<file path="config.mk">
export PLATFORM = sky130hd
export DESIGN_NAME = flame_ctrl
export DESIGN_NICKNAME = d
export VERILOG_FILES = /design/src/rtl/flame_pkg.sv /design/src/rtl/tick_counter.sv /design/src/rtl/flame_ctrl.sv
export SDC_FILE = /design/constraint.sdc
export NUM_CORES = 1
export LEC_CHECK = 0
export ABC_AREA = 1
export CAP_MARGIN = 40
export CORE_AREA = 2 2 64 66
export CTS_CLUSTER_SIZE = 12
export DETAILED_ROUTE_END_ITERATION = 10
export DIE_AREA = 0 0 66 68
export PLACE_DENSITY = 0.75
export SYNTH_ARGS = -nofsm -noshare
export SYNTH_HDL_FRONTEND = slang
export SYNTH_HIERARCHICAL = 1
export SYNTH_SLANG_ARGS = --single-unit
</file>
<file path="constraint.sdc">
create_clock -name clk -period 4 [get_ports clk]
set_input_delay 0.8 -clock clk [delete_from_list [all_inputs] [get_ports clk]]
set_output_delay 0.8 -clock clk [all_outputs]
set_load 0.005 [all_outputs]
</file>
<file path="src/rtl/flame_pkg.sv">
// rtl/flame_pkg.sv - shared types and constants for the flame explosion sequencer
package flame_pkg;

    typedef enum logic [2:0] {
        IDLE,
        ARMED,
        BURN,
        HOLD,
        FADE
    } flame_state_t;

    localparam int SPRITE_SIZE = 32;
    localparam int NUM_SPRITES = 5;
    localparam logic [7:0] FLAME_TRANSPARENT = 8'd137;

    function automatic int max2(input int a, input int b);
        return (a > b) ? a : b;
    endfunction

endpackage

</file>
<file path="src/rtl/tick_counter.sv">
// rtl/tick_counter.sv - frame tick counter with synchronous clear and terminal-count expire pulse
module tick_counter #(
    parameter int W = 8
) (
    input  logic         clk,
    input  logic         reset,
    input  logic         tick,
    input  logic         clear,
    input  logic [W-1:0] terminal,
    output logic         expire
);

    logic [W-1:0] count;

    // Expire is combinational with the tick itself so the owner can change state on that edge.
    assign expire = tick && (count == terminal - W'(1));

    always_ff @(posedge clk) begin
        if (reset) begin
            count <= '0;
        end else if (clear) begin
            count <= '0;
        end else if (tick) begin
            count <= count + W'(1);
        end
    end

endmodule

</file>
<file path="src/rtl/flame_ctrl.sv">
// rtl/flame_ctrl.sv - bomb fuse countdown and grow/hold/shrink flame animation sequencer
module flame_ctrl
    import flame_pkg::*;
#(
    parameter int ORIGIN_X       = 64,
    parameter int ORIGIN_Y       = 32,
    parameter int GRID_W         = 15,
    parameter int GRID_H         = 13,
    parameter int FUSE_FRAMES    = 120,
    parameter int FRAMES_PER_SPR = 4,
    parameter int HOLD_FRAMES    = 16
) (
    input  logic       clk,
    input  logic       reset,
    input  logic       frame_tick,
    input  logic       detonate,
    input  logic [3:0] bomb_cellX,
    input  logic [3:0] bomb_cellY,
    output logic       busy,
    output logic       flame_active,
    output logic [9:0] flame_centerX,
    output logic [9:0] flame_centerY,
    output logic [2:0] sprite_num,
    output logic       done
);

    localparam int CNT_MAX = max2(FUSE_FRAMES, max2(FRAMES_PER_SPR, HOLD_FRAMES));
    localparam int CW = (CNT_MAX < 2) ? 1 : $clog2(CNT_MAX + 1);
    localparam logic [2:0] TOP_SPRITE = 3'(NUM_SPRITES - 1);

    flame_state_t state;
    logic [CW-1:0] terminal;
    logic          expire;
    logic          cnt_clear;
    logic          cell_ok;

    always_comb begin
        terminal = CW'(FRAMES_PER_SPR);
        case (state)
            ARMED:   terminal = CW'(FUSE_FRAMES);
            HOLD:    terminal = CW'(HOLD_FRAMES);
            default: terminal = CW'(FRAMES_PER_SPR);
        endcase
    end

    // Holding the counter clear in IDLE makes a tick on the acceptance cycle uncounted.
    assign cnt_clear = (state == IDLE) || expire;
    assign cell_ok   = ({1'b0, bomb_cellX} < 5'(GRID_W)) && ({1'b0, bomb_cellY} < 5'(GRID_H));

    tick_counter #(
        .W(CW)
    ) u_tick_counter (
        .clk      (clk),
        .reset    (reset),
        .tick     (frame_tick),
        .clear    (cnt_clear),
        .terminal (terminal),
        .expire   (expire)
    );

    always_ff @(posedge clk) begin
        if (reset) begin
            state         <= IDLE;
            busy          <= 1'b0;
            flame_active  <= 1'b0;
            flame_centerX <= '0;
            flame_centerY <= '0;
            sprite_num    <= '0;
            done          <= 1'b0;
        end else begin
            done <= 1'b0;
            case (state)
                IDLE: begin
                    if (detonate && cell_ok) begin
                        flame_centerX <= 10'(ORIGIN_X) + 10'(SPRITE_SIZE) * {6'd0, bomb_cellX};
                        flame_centerY <= 10'(ORIGIN_Y) + 10'(SPRITE_SIZE) * {6'd0, bomb_cellY};
                        busy          <= 1'b1;
                        state         <= ARMED;
                    end
                end
                ARMED: begin
                    if (expire) begin
                        state        <= BURN;
                        flame_active <= 1'b1;
                        sprite_num   <= '0;
                    end
                end
                BURN: begin
                    if (expire) begin
                        if (sprite_num == TOP_SPRITE - 3'd1) begin
                            state      <= HOLD;
                            sprite_num <= TOP_SPRITE;
                        end else begin
                            sprite_num <= sprite_num + 3'd1;
                        end
                    end
                end
                HOLD: begin
                    if (expire) begin
                        state      <= FADE;
                        sprite_num <= TOP_SPRITE - 3'd1;
                    end
                end
                FADE: begin
                    if (expire) begin
                        if (sprite_num == 3'd0) begin
                            state        <= IDLE;
                            flame_active <= 1'b0;
                            busy         <= 1'b0;
                            done         <= 1'b1;
                        end else begin
                            sprite_num <= sprite_num - 3'd1;
                        end
                    end
                end
                default: state <= IDLE;
            endcase
        end
    end

endmodule

</file>
==> tab_implementation.tex <==
\begin{tabular}{lr}
\hline
Metric & Value \\
\hline
\multicolumn{2}{l}{\textbf{Timing}} \\
\quad Fmax & 372 MHz \\
\quad Transition time at the pin with the least slew margin & 0.531 ns \\
\quad Max transition margin & 64.5\% \\
\quad Number of max-slew violations in the final report & 0 \\
\quad Post-layout minimum cycle time & 2.69 ns \\
\quad Setup TNS Final & 0 ns \\
\quad Unrepaired setup endpoints after global routing & no \\
\quad Number of setup violations in the final report & 0 \\
\quad Clock skew after layout & 0.00255 ns \\
\quad Hold Violations, Final & 0 \\
\quad Final worst path period share & 67.2\% \\
\multicolumn{2}{l}{\textbf{Setup path}} \\
\quad Cells on worst reg2reg path & 20 \\
\quad Kind of cell adding the most delay to the critical path & simple AND/OR/NAND/NOR gates \\
\quad Worst endpoint required time & 4.20 ns \\
\quad FF-to-FF Start & state[1]\$\_SDFFE\_PP0P\_ \\
\quad Worst-path cell chain & clkdlybuf4s50\_1 > inv\_1 > a21oi\_1 > nand3\_1 > nor2\_1 > nand2\_1 > nor2\_1 > nor2\_1 > nand2\_1 > nand2\_1 > nor2\_4 > nand3\_1 > nand2\_1 > nand2\_1 > nor2\_1 \\
\quad Critical path's most frequent cell & sky130\_fd\_sc\_hd\_\_nand2\_1 \\
\quad Worst Path Buf+Inv & 2 \\
\quad Startpoint class of the critical path & input port \\
\quad Reg2Reg Setup Slack & 1.39 ns \\
\quad Highest-delay cell along the critical path & sky130\_fd\_sc\_hd\_\_clkdlybuf4s50\_1 \\
\quad Critical path capture point type & flip-flop \\
\quad Max stage delay on crit path & 0.58 ns \\
\quad Capture instance of the worst register-to-register path & state[0]\$\_SDFFE\_PP0P\_ \\
\quad Worst Path Max Fanout & 7 \\
\quad Type of the worst setup path & in2reg \\
\quad Data arrival time of the worst path & 2.89 ns \\
\multicolumn{2}{l}{\textbf{Hold path}} \\
\quad Worst hold endpoint & flame\_centerX[7]\$\_SDFFE\_PP0P\_ \\
\quad Type of the tightest min-delay check & reg2reg \\
\quad Launch instance of the worst min-delay path & flame\_centerX[7]\$\_SDFFE\_PP0P\_ \\
\quad Worst Hold Depth & 2 \\
\multicolumn{2}{l}{\textbf{Placement}} \\
\quad Gp weighted congestion & 0.881 \\
\quad Total placed instance area & 0.00208 mm2 \\
\quad I/O Buffers & 27 \\
\quad Detailed placer's ending HPWL & 2660 um \\
\multicolumn{2}{l}{\textbf{Final layout}} \\
\quad Filler cell count in the final layout & 389 \\
\quad Number of antenna diodes & 0 \\
\quad Sequential Area & 520 um2 \\
\quad Proportion of layout cells with a drive suffix above 1 & 9.71\% \\
\quad Area Overhead vs Synth & 18.1\% \\
\quad Design Area, Final & 0.00213 mm2 \\
\quad Footprint of the multi-input gates & 0.00104 mm2 \\
\quad Number of nets in the layout & 331 \\
\multicolumn{2}{l}{\textbf{Logic synthesis}} \\
\quad Sequential-to-total area share from yosys stat & 28.8\% \\
\quad Synthesized area divided by synthesized cell count & 6.47 um2 \\
\quad Largest cells by area after synthesis & sky130\_fd\_sc\_hd\_\_dfxtp\_1 (29\%), sky130\_fd\_sc\_hd\_\_nand2\_1 (14\%), sky130\_fd\_sc\_hd\_\_inv\_1 (8.3\%) \\
\quad Cell type with the largest total area after synthesis & sky130\_fd\_sc\_hd\_\_dfxtp\_1 \\
\quad Post-synth ARST share & 0\% \\
\quad Most used standard cells in the synthesized netlist & sky130\_fd\_sc\_hd\_\_nand2\_1 (68), sky130\_fd\_sc\_hd\_\_inv\_1 (40), sky130\_fd\_sc\_hd\_\_nor2\_1 (35), sky130\_fd\_sc\_hd\_\_dfxtp\_1 (26), sky130\_fd\_sc\_hd\_\_a21oi\_1 (18) \\
\quad Yosys reg bits & 26 \\
\quad Count of different cell masters after synthesis & 35 \\
\quad Number of instances in the synthesized netlist & 279 \\
\quad Post-Syn Area & 0.00180 mm2 \\
\quad Most common cell in the netlist & sky130\_fd\_sc\_hd\_\_nand2\_1 \\
\quad Number of enable flip-flop cells after synthesis & 0 \\
\quad Synth top area share & 28.8\% \\
\quad Most used DFF post-synth & sky130\_fd\_sc\_hd\_\_dfxtp\_1 \\
\quad Total of warnings raised by yosys & 6 \\
\multicolumn{2}{l}{\textbf{Die}} \\
\quad Initial standard-cell utilization of the core & 46.8\% \\
\quad Overall die width & 66 um \\
\quad Total core area & 0.00386 mm2 \\
\quad Number of top-level pins & 38 \\
\quad Die span in y & 68 um \\
\quad Die Footprint & 0.00449 mm2 \\
\quad Std-Cell Rows & 23 \\
\multicolumn{2}{l}{\textbf{Routing}} \\
\quad Routed met2 length & 1630 um \\
\quad DRC violation total after the first TritonRoute iteration & 83 \\
\quad Met3 wire length & 107 um \\
\quad Avg WL per Cell & 9.30 um \\
\quad Routed Wire Length & 3340 um \\
\quad Residual antenna-violating net count after detailed routing & 0 \\
\quad Uppermost layer routed & met4 \\
\quad DRC violations left & 0 \\
\quad Via density & 4.59 \\
\quad Number of iterations in the first detailed-routing pass & 4 \\
\quad Number of vias after detailed routing & 1649 \\
\quad DRT met1 WL & 1570 um \\
\multicolumn{2}{l}{\textbf{Power}} \\
\quad Cell area power density & 501 mW/mm2 \\
\quad Reported leakage power & 0.993 nW \\
\quad Power dissipated by switching net loads & 444 uW \\
\quad Clock group share of total power & 15.9\% \\
\quad Combinational fraction of design power & 50.3\% \\
\quad Sequential Power Share & 33.7\% \\
\quad Cell Int Power & 624 uW \\
\quad Peak supply drop & 374 uV \\
\quad Net switching fraction of the power & 41.5\% \\
\multicolumn{2}{l}{\textbf{Clocking}} \\
\quad Clock buffers created by TritonCTS & 3 \\
\quad Total setup buffers inserted after CTS & 0 \\
\quad Root buffer cell & sky130\_fd\_sc\_hd\_\_clkbuf\_8 \\
\quad Clock latency reported for the late side of the worst-skew pair & 0.26 ns \\
\quad Maximum count of clock buffers along a single path & 2 \\
\quad Post-cts resize count & 0 \\
\quad Post-CTS Hold Buffers & 0 \\
\quad \# clock sinks & 26 \\
\quad CTS H-Tree Depth & 1 \\
\quad Clock-pin transition on the worst setup and hold timing paths & 0.09 ns \\
\quad TritonCTS clock tree & done \\
\multicolumn{2}{l}{\textbf{GRT}} \\
\quad Wire length of the first global-routing pass & 5780 um \\
\quad Antenna violations before repair & 0 \\
\quad Global-route usage over all layers & 16.0\% \\
\quad Via count of the first global-routing pass & 1432 \\
\quad Pin count of the biggest net entering global routing & 22 \\
\quad Final global-route overflow total & 0 \\
\multicolumn{2}{l}{\textbf{Flow run}} \\
\quad Max-capacitance violation count & 0 \\
\multicolumn{2}{l}{\textbf{Status}} \\
\quad Status & finished clean \\
\hline
\end{tabular}
routing by layer:
layer	global-route usage, %	vias up
met3	2.47	2
met5	0	-
met4	3.57	0
met1	19.7	723
li1	-	900
met2	29.4	24
sequential cells by signal (all words and copies together) (netlist names):
signal and count:
busy 1, done 1, flame_active 1, flame_centerX 5, flame_centerY 5, sprite_num 3
state 3, u_tick_counter/count 7
logic make-up (layout without fill, tap and decap cells):
family,count (synthesis),in the layout,share of synthesized area (%)
AOI/OAI and AO/OA,36,36,10.9
buffers and inverters,64,80,16.6
DFF,26,26,28.8
adders and majority gates,9,9,6.24
other,1,15,0.208
xor gates and xnor gates,6,6,2.91
and+or+nand+nor,137,137,34.3
layout by cell type, fill, tap and decap left out, drive strengths merged:
cell            n
nor4            1
nand2          71
o21ai          14
a21oi          18
a211oi          1
dfxtp          26
nand4           3
o211ai          1
and3            1
clkdlybuf4s50  27
clkbuf          4
ha              9
conb           15
xor2            4
xnor2           2
inv            49
a31oi           1
nor2           41
o22ai           1
nand3          16
nand3b          1
nor3            3
per-stage QoR:
step / hold slack [ns] / util (%) / setup slack, ns / total power, mW / cells
2_1_floorplan: 0.440 / - / 1.88 / 0.768 / 293
3_3_place_gp: 0.436 / 53.8 / 1.16 / 0.894 / 355
3_5_place_dp: 0.438 / 53.8 / 1.05 / 0.904 / 355
4_1_cts: 0.452 / 55.3 / 1.30 / 1.08 / 359
5_1_grt: 0.470 / 55.3 / 1.07 / 1.17 / 359
6_report: 0.448 / 55.3 / 1.31 / 1.07 / 359
worst reg2reg max path: stages, from the launching register on:
cell and delay [ns]:
sky130_fd_sc_hd__dfxtp_1 0.53, sky130_fd_sc_hd__nor2_1 0.12, sky130_fd_sc_hd__nand2_1 0.10, sky130_fd_sc_hd__inv_1 0.15
sky130_fd_sc_hd__inv_2 0.10, sky130_fd_sc_hd__nand2_1 0.05, sky130_fd_sc_hd__nor2_1 0.17, sky130_fd_sc_hd__nand2_1 0.08
sky130_fd_sc_hd__nand2_1 0.06, sky130_fd_sc_hd__nand2_1 0.05, sky130_fd_sc_hd__inv_1 0.04, sky130_fd_sc_hd__nand2_1 0.04
sky130_fd_sc_hd__nor2_1 0.26, sky130_fd_sc_hd__nor2_1 0.14, sky130_fd_sc_hd__nand2_1 0.08, sky130_fd_sc_hd__nand2_1 0.09
sky130_fd_sc_hd__nor2_4 0.15, sky130_fd_sc_hd__nand3_1 0.10, sky130_fd_sc_hd__nand2_1 0.07, sky130_fd_sc_hd__nand2_1 0.05
sky130_fd_sc_hd__nor2_1 0.11
area by class of cell:
| class | instances | area share, % |
|---|---|---|
| tap | 50 | 2.94 |
| clock buffer | 4 | 2.58 |
| sequential | 26 | 24.4 |
| multi-input combinational | 203 | 48.6 |
| timing repair buffer | 27 | 12.7 |
| inverter | 49 | 8.75 |
power groups by stage:
stage / combinational [mW] / sequential (mW) / clock [mW]
global route: 0.620 / 0.368 / 0.184
floorplan: 0.417 / 0.351 / 0
global placement: 0.529 / 0.365 / 0
detailed placement: 0.538 / 0.366 / 0
CTS: 0.541 / 0.360 / 0.174
finish: 0.538 / 0.360 / 0.170
worst max-delay path by stage:
stage	startpoint	to	slack [ns]	cells after the start
final	frame_tick	state[0]$_SDFFE_PP0P_	1.31	15
after global routing	state[1]$_SDFFE_PP0P_	state[2]$_SDFFE_PP0P_	1.07	20
after CTS	frame_tick	state[2]$_SDFFE_PP0P_	1.30	15
after detailed placement	frame_tick	state[2]$_SDFFE_PP0P_	1.05	15
after global placement	frame_tick	state[2]$_SDFFE_PP0P_	1.16	15
after floorplan	state[0]$_SDFFE_PP0P_	state[0]$_SDFFE_PP0P_	1.88	19
No activity file was read; power rests on OpenSTA's default activity.
